`src/rtl/uart_receiver_if.sv`:
```
// Receive-side bus of the UART receiver: oversample strobe, serial lines,
// line-control fields and the per-character result with its status flags.
interface uart_receiver_if;
    logic       sample_edge;
    logic       uart_rxd;
    logic       loop;
    logic       loop_txd;
    logic [1:0] wls;
    logic       pen;
    logic       eps;
    logic       sp;
    logic [7:0] rx_data;
    logic       rx_valid;
    logic       pe;
    logic       fe;
    logic       bi;
    logic       rx_busy;

    // Driving side: supplies the line and line control, consumes characters
    modport master (
        output sample_edge, uart_rxd, loop, loop_txd, wls, pen, eps, sp,
        input  rx_data, rx_valid, pe, fe, bi, rx_busy
    );

    // Receiver side
    modport slave (
        input  sample_edge, uart_rxd, loop, loop_txd, wls, pen, eps, sp,
        output rx_data, rx_valid, pe, fe, bi, rx_busy
    );
endinterface

```
`src/rtl/uart_receiver.sv`:
```
// UART receive path: selects the line, synchronizes it, oversamples each bit
// and deframes start/data/parity/stop into one strobed character plus status.
module uart_receiver #(
    parameter int OVERSAMPLE  = 16,
    parameter int SYNC_STAGES = 2
) (
    input logic           pclk,
    input logic           preset,
    uart_receiver_if.slave bus
);

    localparam int TW = $clog2(OVERSAMPLE);
    localparam logic [TW-1:0] TICK_LAST = TW'(OVERSAMPLE - 1);
    localparam logic [TW-1:0] TICK_MID  = TW'(OVERSAMPLE / 2 - 1);

    typedef enum logic [2:0] {
        IDLE,
        START,
        DATA,
        PARITY,
        STOP,
        BRKWAIT
    } state_t;

    state_t           state;
    logic [TW-1:0]    tick;
    logic [2:0]       bitcnt;
    logic [7:0]       shreg;
    logic             pbit;
    logic [1:0]       wls_l;
    logic             pen_l;
    logic             eps_l;
    logic             sp_l;
    logic [SYNC_STAGES-1:0] sync;
    logic             rxd_raw;
    logic             rxd_s;
    logic [7:0]       char_data;
    logic             exp_parity;

    logic [7:0]       rx_data_q;
    logic             rx_valid_q;
    logic             pe_q;
    logic             fe_q;
    logic             bi_q;
    logic             rx_busy_q;

    assign rxd_raw = bus.loop ? bus.loop_txd : bus.uart_rxd;
    assign rxd_s   = sync[SYNC_STAGES-1];

    // Bits enter at the MSB, so a short character ends up left-aligned;
    // shifting right by (3 - wls) brings it down to the LSB and drops stale bits.
    assign char_data = shreg >> (2'd3 - wls_l);

    assign bus.rx_data  = rx_data_q;
    assign bus.rx_valid = rx_valid_q;
    assign bus.pe       = pe_q;
    assign bus.fe       = fe_q;
    assign bus.bi       = bi_q;
    assign bus.rx_busy  = rx_busy_q;

    // Synchronizer for the selected line, preset to mark so reset never looks like a start bit
    always_ff @(posedge pclk) begin
        if (preset) begin
            sync <= '1;
        end else begin
            sync <= {sync[SYNC_STAGES-2:0], rxd_raw};
        end
    end

    // Expected parity bit for the frame's latched parity mode
    always_comb begin
        exp_parity = 1'b0;
        case ({sp_l, eps_l})
            2'b00:   exp_parity = ~^char_data;
            2'b01:   exp_parity = ^char_data;
            2'b10:   exp_parity = 1'b1;
            default: exp_parity = 1'b0;
        endcase
    end

    // Framing state machine; the result strobe is registered one pclk after the stop sample
    always_ff @(posedge pclk) begin
        if (preset) begin
            state      <= IDLE;
            tick       <= '0;
            bitcnt     <= '0;
            shreg      <= '0;
            pbit       <= 1'b0;
            wls_l      <= 2'b00;
            pen_l      <= 1'b0;
            eps_l      <= 1'b0;
            sp_l       <= 1'b0;
            rx_data_q  <= '0;
            rx_valid_q <= 1'b0;
            pe_q       <= 1'b0;
            fe_q       <= 1'b0;
            bi_q       <= 1'b0;
            rx_busy_q  <= 1'b0;
        end else begin
            rx_valid_q <= 1'b0;
            pe_q       <= 1'b0;
            fe_q       <= 1'b0;
            bi_q       <= 1'b0;
            if (bus.sample_edge) begin
                case (state)
                    IDLE: begin
                        if (!rxd_s) begin
                            state     <= START;
                            tick      <= '0;
                            rx_busy_q <= 1'b1;
                            wls_l     <= bus.wls;
                            pen_l     <= bus.pen;
                            eps_l     <= bus.eps;
                            sp_l      <= bus.sp;
                        end
                    end
                    START: begin
                        if (tick == TICK_MID) begin
                            tick <= '0;
                            if (!rxd_s) begin
                                state  <= DATA;
                                bitcnt <= '0;
                            end else begin
                                state     <= IDLE;
                                rx_busy_q <= 1'b0;
                            end
                        end else begin
                            tick <= tick + TW'(1);
                        end
                    end
                    DATA: begin
                        if (tick == TICK_LAST) begin
                            tick   <= '0;
                            shreg  <= {rxd_s, shreg[7:1]};
                            bitcnt <= bitcnt + 3'd1;
                            if (bitcnt == 3'd4 + {1'b0, wls_l}) begin
                                state <= pen_l ? PARITY : STOP;
                            end
                        end else begin
                            tick <= tick + TW'(1);
                        end
                    end
                    PARITY: begin
                        if (tick == TICK_LAST) begin
                            tick  <= '0;
                            pbit  <= rxd_s;
                            state <= STOP;
                        end else begin
                            tick <= tick + TW'(1);
                        end
                    end
                    STOP: begin
                        if (tick == TICK_LAST) begin
                            tick       <= '0;
                            rx_valid_q <= 1'b1;
                            rx_data_q  <= char_data;
                            pe_q       <= pen_l & (pbit != exp_parity);
                            fe_q       <= ~rxd_s;
                            bi_q       <= (char_data == 8'd0) & (~pen_l | ~pbit) & ~rxd_s;
                            state      <= rxd_s ? IDLE : BRKWAIT;
                            rx_busy_q  <= ~rxd_s;
                        end else begin
                            tick <= tick + TW'(1);
                        end
                    end
                    BRKWAIT: begin
                        if (rxd_s) begin
                            state     <= IDLE;
                            rx_busy_q <= 1'b0;
                        end
                    end
                    default: begin
                        state     <= IDLE;
                        rx_busy_q <= 1'b0;
                    end
                endcase
            end
        end
    end

endmodule

```
`src/flat_wrapper.sv`:
```
// flat-port wrapper written by rule: the top's interface ports become plain ports
module uart_receiver_flat 
#(
    parameter int OVERSAMPLE  = 16,
    parameter int SYNC_STAGES = 2
)
  (pclk, preset, bus_sample_edge, bus_uart_rxd, bus_loop, bus_loop_txd, bus_wls, bus_pen, bus_eps, bus_sp, bus_rx_data, bus_rx_valid, bus_pe, bus_fe, bus_bi, bus_rx_busy);
  uart_receiver_if bus_i ();
  input logic pclk;
  input logic preset;
  input wire logic [$bits(bus_i.sample_edge)-1:0] bus_sample_edge;
  input wire logic [$bits(bus_i.uart_rxd)-1:0] bus_uart_rxd;
  input wire logic [$bits(bus_i.loop)-1:0] bus_loop;
  input wire logic [$bits(bus_i.loop_txd)-1:0] bus_loop_txd;
  input wire logic [$bits(bus_i.wls)-1:0] bus_wls;
  input wire logic [$bits(bus_i.pen)-1:0] bus_pen;
  input wire logic [$bits(bus_i.eps)-1:0] bus_eps;
  input wire logic [$bits(bus_i.sp)-1:0] bus_sp;
  output wire logic [$bits(bus_i.rx_data)-1:0] bus_rx_data;
  output wire logic [$bits(bus_i.rx_valid)-1:0] bus_rx_valid;
  output wire logic [$bits(bus_i.pe)-1:0] bus_pe;
  output wire logic [$bits(bus_i.fe)-1:0] bus_fe;
  output wire logic [$bits(bus_i.bi)-1:0] bus_bi;
  output wire logic [$bits(bus_i.rx_busy)-1:0] bus_rx_busy;
  assign bus_i.sample_edge = bus_sample_edge;
  assign bus_i.uart_rxd = bus_uart_rxd;
  assign bus_i.loop = bus_loop;
  assign bus_i.loop_txd = bus_loop_txd;
  assign bus_i.wls = bus_wls;
  assign bus_i.pen = bus_pen;
  assign bus_i.eps = bus_eps;
  assign bus_i.sp = bus_sp;
  assign bus_rx_data = bus_i.rx_data;
  assign bus_rx_valid = bus_i.rx_valid;
  assign bus_pe = bus_i.pe;
  assign bus_fe = bus_i.fe;
  assign bus_bi = bus_i.bi;
  assign bus_rx_busy = bus_i.rx_busy;
  uart_receiver #(.OVERSAMPLE(OVERSAMPLE), .SYNC_STAGES(SYNC_STAGES)) u_core (.pclk(pclk), .preset(preset), .bus(bus_i));
endmodule
```
`config.mk`:
```
export PLATFORM = sky130hd
export DESIGN_NAME = uart_receiver_flat
export DESIGN_NICKNAME = d
export VERILOG_FILES = /design/src/rtl/uart_receiver_if.sv /design/src/rtl/uart_receiver.sv /design/src/flat_wrapper.sv
export SDC_FILE = /design/constraint.sdc
export NUM_CORES = 1
export LEC_CHECK = 0
export ABC_AREA = 1
export BUFFER_PORTS_ARGS = -buffer_cell sky130_fd_sc_hd__buf_2
export CORE_UTILIZATION = 30
export CTS_CLUSTER_SIZE = 30
export DETAILED_ROUTE_END_ITERATION = 16
export MAX_ROUTING_LAYER = met4
export PLACE_DENSITY = 0.54
export SETUP_SLACK_MARGIN = 0.3
export SKIP_CTS_REPAIR_TIMING = 1
export SLEW_MARGIN = 20
export SYNTH_ARGS = -nofsm -noshare
export SYNTH_HDL_FRONTEND = slang
export SYNTH_SLANG_ARGS = --single-unit
```
`constraint.sdc`:
```
create_clock -name pclk -period 2.3 [get_ports pclk]
set_input_delay 0.345 -clock pclk [delete_from_list [all_inputs] [get_ports pclk]]
set_output_delay 0.345 -clock pclk [all_outputs]
set_load 0.03 [all_outputs]
```
==> run_results.csv <==
group,metric,value,unit
power_and_ir_drop,switching_share,41.64,%
power_and_ir_drop,pwr-share-comb,39.9,%
layout,area_growth,16.80,%
setup_path,crit_path_max_incr_delay,0.38,ns
clock_network,cts_tree,"yes",
grt,antenna_found_initial,0,
run_status,status,"finished clean",
die,die_y,84.93,um
die,die_w,84.93,um
place,gp_congestion,0.8809,
power_and_ir_drop,power_density,873.0,nW/um^2
timing,final_hold_viol_count,0,
clock_network,cts_buffer_depth,2,
logic_synthesis,yosysTopAreaCellShare,37.84,%
setup_path,critPathMaxFanout,6,
setup_path,cp_data_arrival_time,2.11,ns
layout,diodes,0,
power_and_ir_drop,pwr-share-clk,21.5,%
timing,rsz0062_at_grt,"false",
grt,grt_overflow_total,0,
timing,clock_skew,0.004117,ns
routing,drcViolationCount,0,
layout,finalInstanceArea,2410,sq um
setup_path,cp-end-kind,"flop",
place,io_buffers,23,
clock_network,cts-root-buf,"clkbuf_8",
logic_synthesis,ys.flop_type,"dfxtp_1",
setup_path,slowest_stage,"dfxtp_4",
clock_network,clock-sinks,39,
logic_synthesis,synthTopCellsByArea,"dfxtp_1 (38%), nand2_1 (9.8%), o21ai_0 (8.0%)",
timing,timing_max_transition_violations_final,0,
setup_path,critPathKind,"flop to flop",
routing,vias,1881,
grt,grt_pass1_vias,1694,
clock_network,clock_latency,0.29,ns
grt,grt_use_total,14.20,%
power_and_ir_drop,p_sw,0.8761,mW
min_path,hold_class,"input port to flop",
timing,max_slew_margin,58.06,%
die,rows,29,
grt,grt_pass1_wl,7.935,mm
routing,vias_per_cell,4.786,
logic_synthesis,yosys.area.top_type,"dfxtp_1",
timing,tightest_slew,0.6284,ns
clock_network,numCtsBuffers,5,
power_and_ir_drop,seq_power_share,38.6,%
die,initial_utilization,31.77,%
routing,wl_per_cell,12.13,um
layout,final_cell_mix,"nand2_1 (53), dfxtp_1 (37), nor2_1 (33), a21oi_1 (26), o21ai_0 (25)",
grt,grt_max_degree,23,
clock_network,cts_max_level,2,
timing,setup_violations,0,
setup_path,worstPathRequired,2.52,ns
logic_synthesis,async_reset_ff_share,0,%
power_and_ir_drop,p_int,1.228,mW
die,die-area,7213,sq um
logic_synthesis,yosysWarningCount,0,
layout,utilization,37.10,%
timing,clock.fmax,527.5,MHz
die,io_pins,24,
routing,first_pass_iters,6,
power_and_ir_drop,leakagePower,1.039,nW
layout,drive_above_1_share,23.73,%
setup_path,crit_chain,"clkinvlp_4, nand2_2, o21ai_4, mux2i_2, ha_1, xnor2_2, or2_4, nand3_2, nand2_1, a21oi_1",
setup_path,critPathLaunchType,"flop",
layout,mostFrequentLayoutCell,"nand2_1",
timing,fin_setup_tns,0,ns
clock_network,cts.clk_slew.worst_paths,0.08,ns
place,dp_hpwl,3.499,mm
routing,ant_nets,0,
layout,layout.nets,332,
logic_synthesis,avgSynthCellArea,7.164,sq um
logic_synthesis,ys_seq_elements,39,
routing,wirelength,4.768,mm
logic_synthesis,synth_cells,288,
die,fp.coreArea,6495,sq um
logic_synthesis,syn-num-nets,305,
logic_synthesis,yosysUniqueCellTypes,31,
timing,min_period,1.896,ns
routing,drtIter0Drc,87,
power_and_ir_drop,ir_drop,0.3087,mV
logic_synthesis,syn_area,2063,sq um
logic_synthesis,synth_edf_count,0,
place,placed_area,2221,sq um
job,max_cap_viol_count,0,
timing,timing.final.crit_share,82.42,%
logic_synthesis,ys_seq_area_share,37.84,%
-- power by group through the flow --
stage	registers [mW]	logic [mW]	clock network, mW
finish	0.813	0.839	0.452
global route	0.821	0.953	0.507
CTS	0.812	0.799	0.469
detailed placement	0.828	0.795	0
global placement	0.827	0.801	0
floorplan	0.807	0.675	0
-- cells in the mapped netlist (3+ instances only) --
cell type	number
nand3_2	3
inv_2	5
clkbuf_1	3
buf_2	4
nand2_2	4
ha_1	6
nor2_1	33
dfxtp_1	39
o21ai_0	33
nand4_1	4
nor2_2	6
nand3_1	17
a21oi_1	26
inv_1	24
nand2_1	54
xnor2_1	3
a211oi_1	3
-- final cells by class --
| type | count | area, sq um |
|---|---|---|
| fillers | 697 | 4085 |
| multi-input cells | 211 | 1176 |
| flip-flops and latches | 39 | 785.8 |
| repair buffers | 29 | 157.7 |
| inverters | 29 | 112.6 |
| well taps | 77 | 96.34 |
| clock buffers | 7 | 76.32 |
| clock inverters | 1 | 5.005 |
-- per-stage QoR --
step / total power [mW] / setup WS, ns / hold WS (ns) / std cells
detailed placement: 1.622 / 0.1394 / 0.3960 / 379
CTS: 2.080 / 0.1145 / 0.2570 / 387
global placement: 1.628 / 0.2512 / 0.3976 / 379
global route: 2.282 / 0.2980 / 0.2596 / 393
floorplan: 1.482 / 0.4735 / 0.3895 / 288
finish: 2.104 / 0.4042 / 0.2620 / 393
-- sequential cells by signal, summed over array words and instances (netlist names) --
| name | count |
|---|---|
| u_core.eps_l | 1 |
| u_core.pen_l | 1 |
| u_core.sp_l | 1 |
| u_core.wls_l | 2 |
| u_core.pbit | 1 |
| u_core.bus.fe | 1 |
| u_core.bus.rx_valid | 1 |
| u_core.bitcnt | 3 |
| u_core.sync | 2 |
| u_core.shreg | 8 |
| u_core.tick | 4 |
| u_core.bus.rx_busy | 1 |
| u_core.bus.pe | 1 |
| u_core.bus.bi | 1 |
| u_core.bus.rx_data | 8 |
| u_core.state | 3 |
-- metal layers --
layer	wire length, um	GRT usage, %	part of all wire, %	vias up
met3	156	3.210	3.3	2
met1	2380	18.35	50	855
li1	-	-	-	998
met4	14	3.236	0.29	0
met5	0	-	0	-
met2	2217	22.69	46	26
-- cell families after synthesis --
| kind of cell | Yosys count | share of synthesized area (%) |
|---|---|---|
| compound gates | 67 | 17.53 |
| xor+xnor | 5 | 2.123 |
| fa+ha+maj | 6 | 3.638 |
| flops | 39 | 37.84 |
| simple gates | 132 | 30.50 |
| buf+inv | 38 | 7.884 |
| mux | 1 | 0.4852 |
-- critical path, delay by kind of cell (launching register included) --
kind / cells / cell delay, ns
and+or+nand+nor: 4 / 0.48
DFF: 1 / 0.38
adders and majority gates: 1 / 0.29
AOI/OAI and AO/OA: 2 / 0.20
muxes: 1 / 0.18
buffers and inverters: 1 / 0.16
xor gates and xnor gates: 1 / 0.16
-- path summary, 6_finish.rpt --
path	depth (start not counted)	endpoint	start	slack, ns
worst max-delay path	10	u_core.bus.pe	u_core.wls_l[0]	0.40
worst min-delay path	2	u_core.sync[0]	bus_loop	0.26
worst max register to register	10	u_core.bus.pe	u_core.wls_l[0]	0.40
worst min register to register	1	u_core.sync[1]	u_core.sync[0]	0.41
No activity file was read; power rests on OpenSTA's default activity.
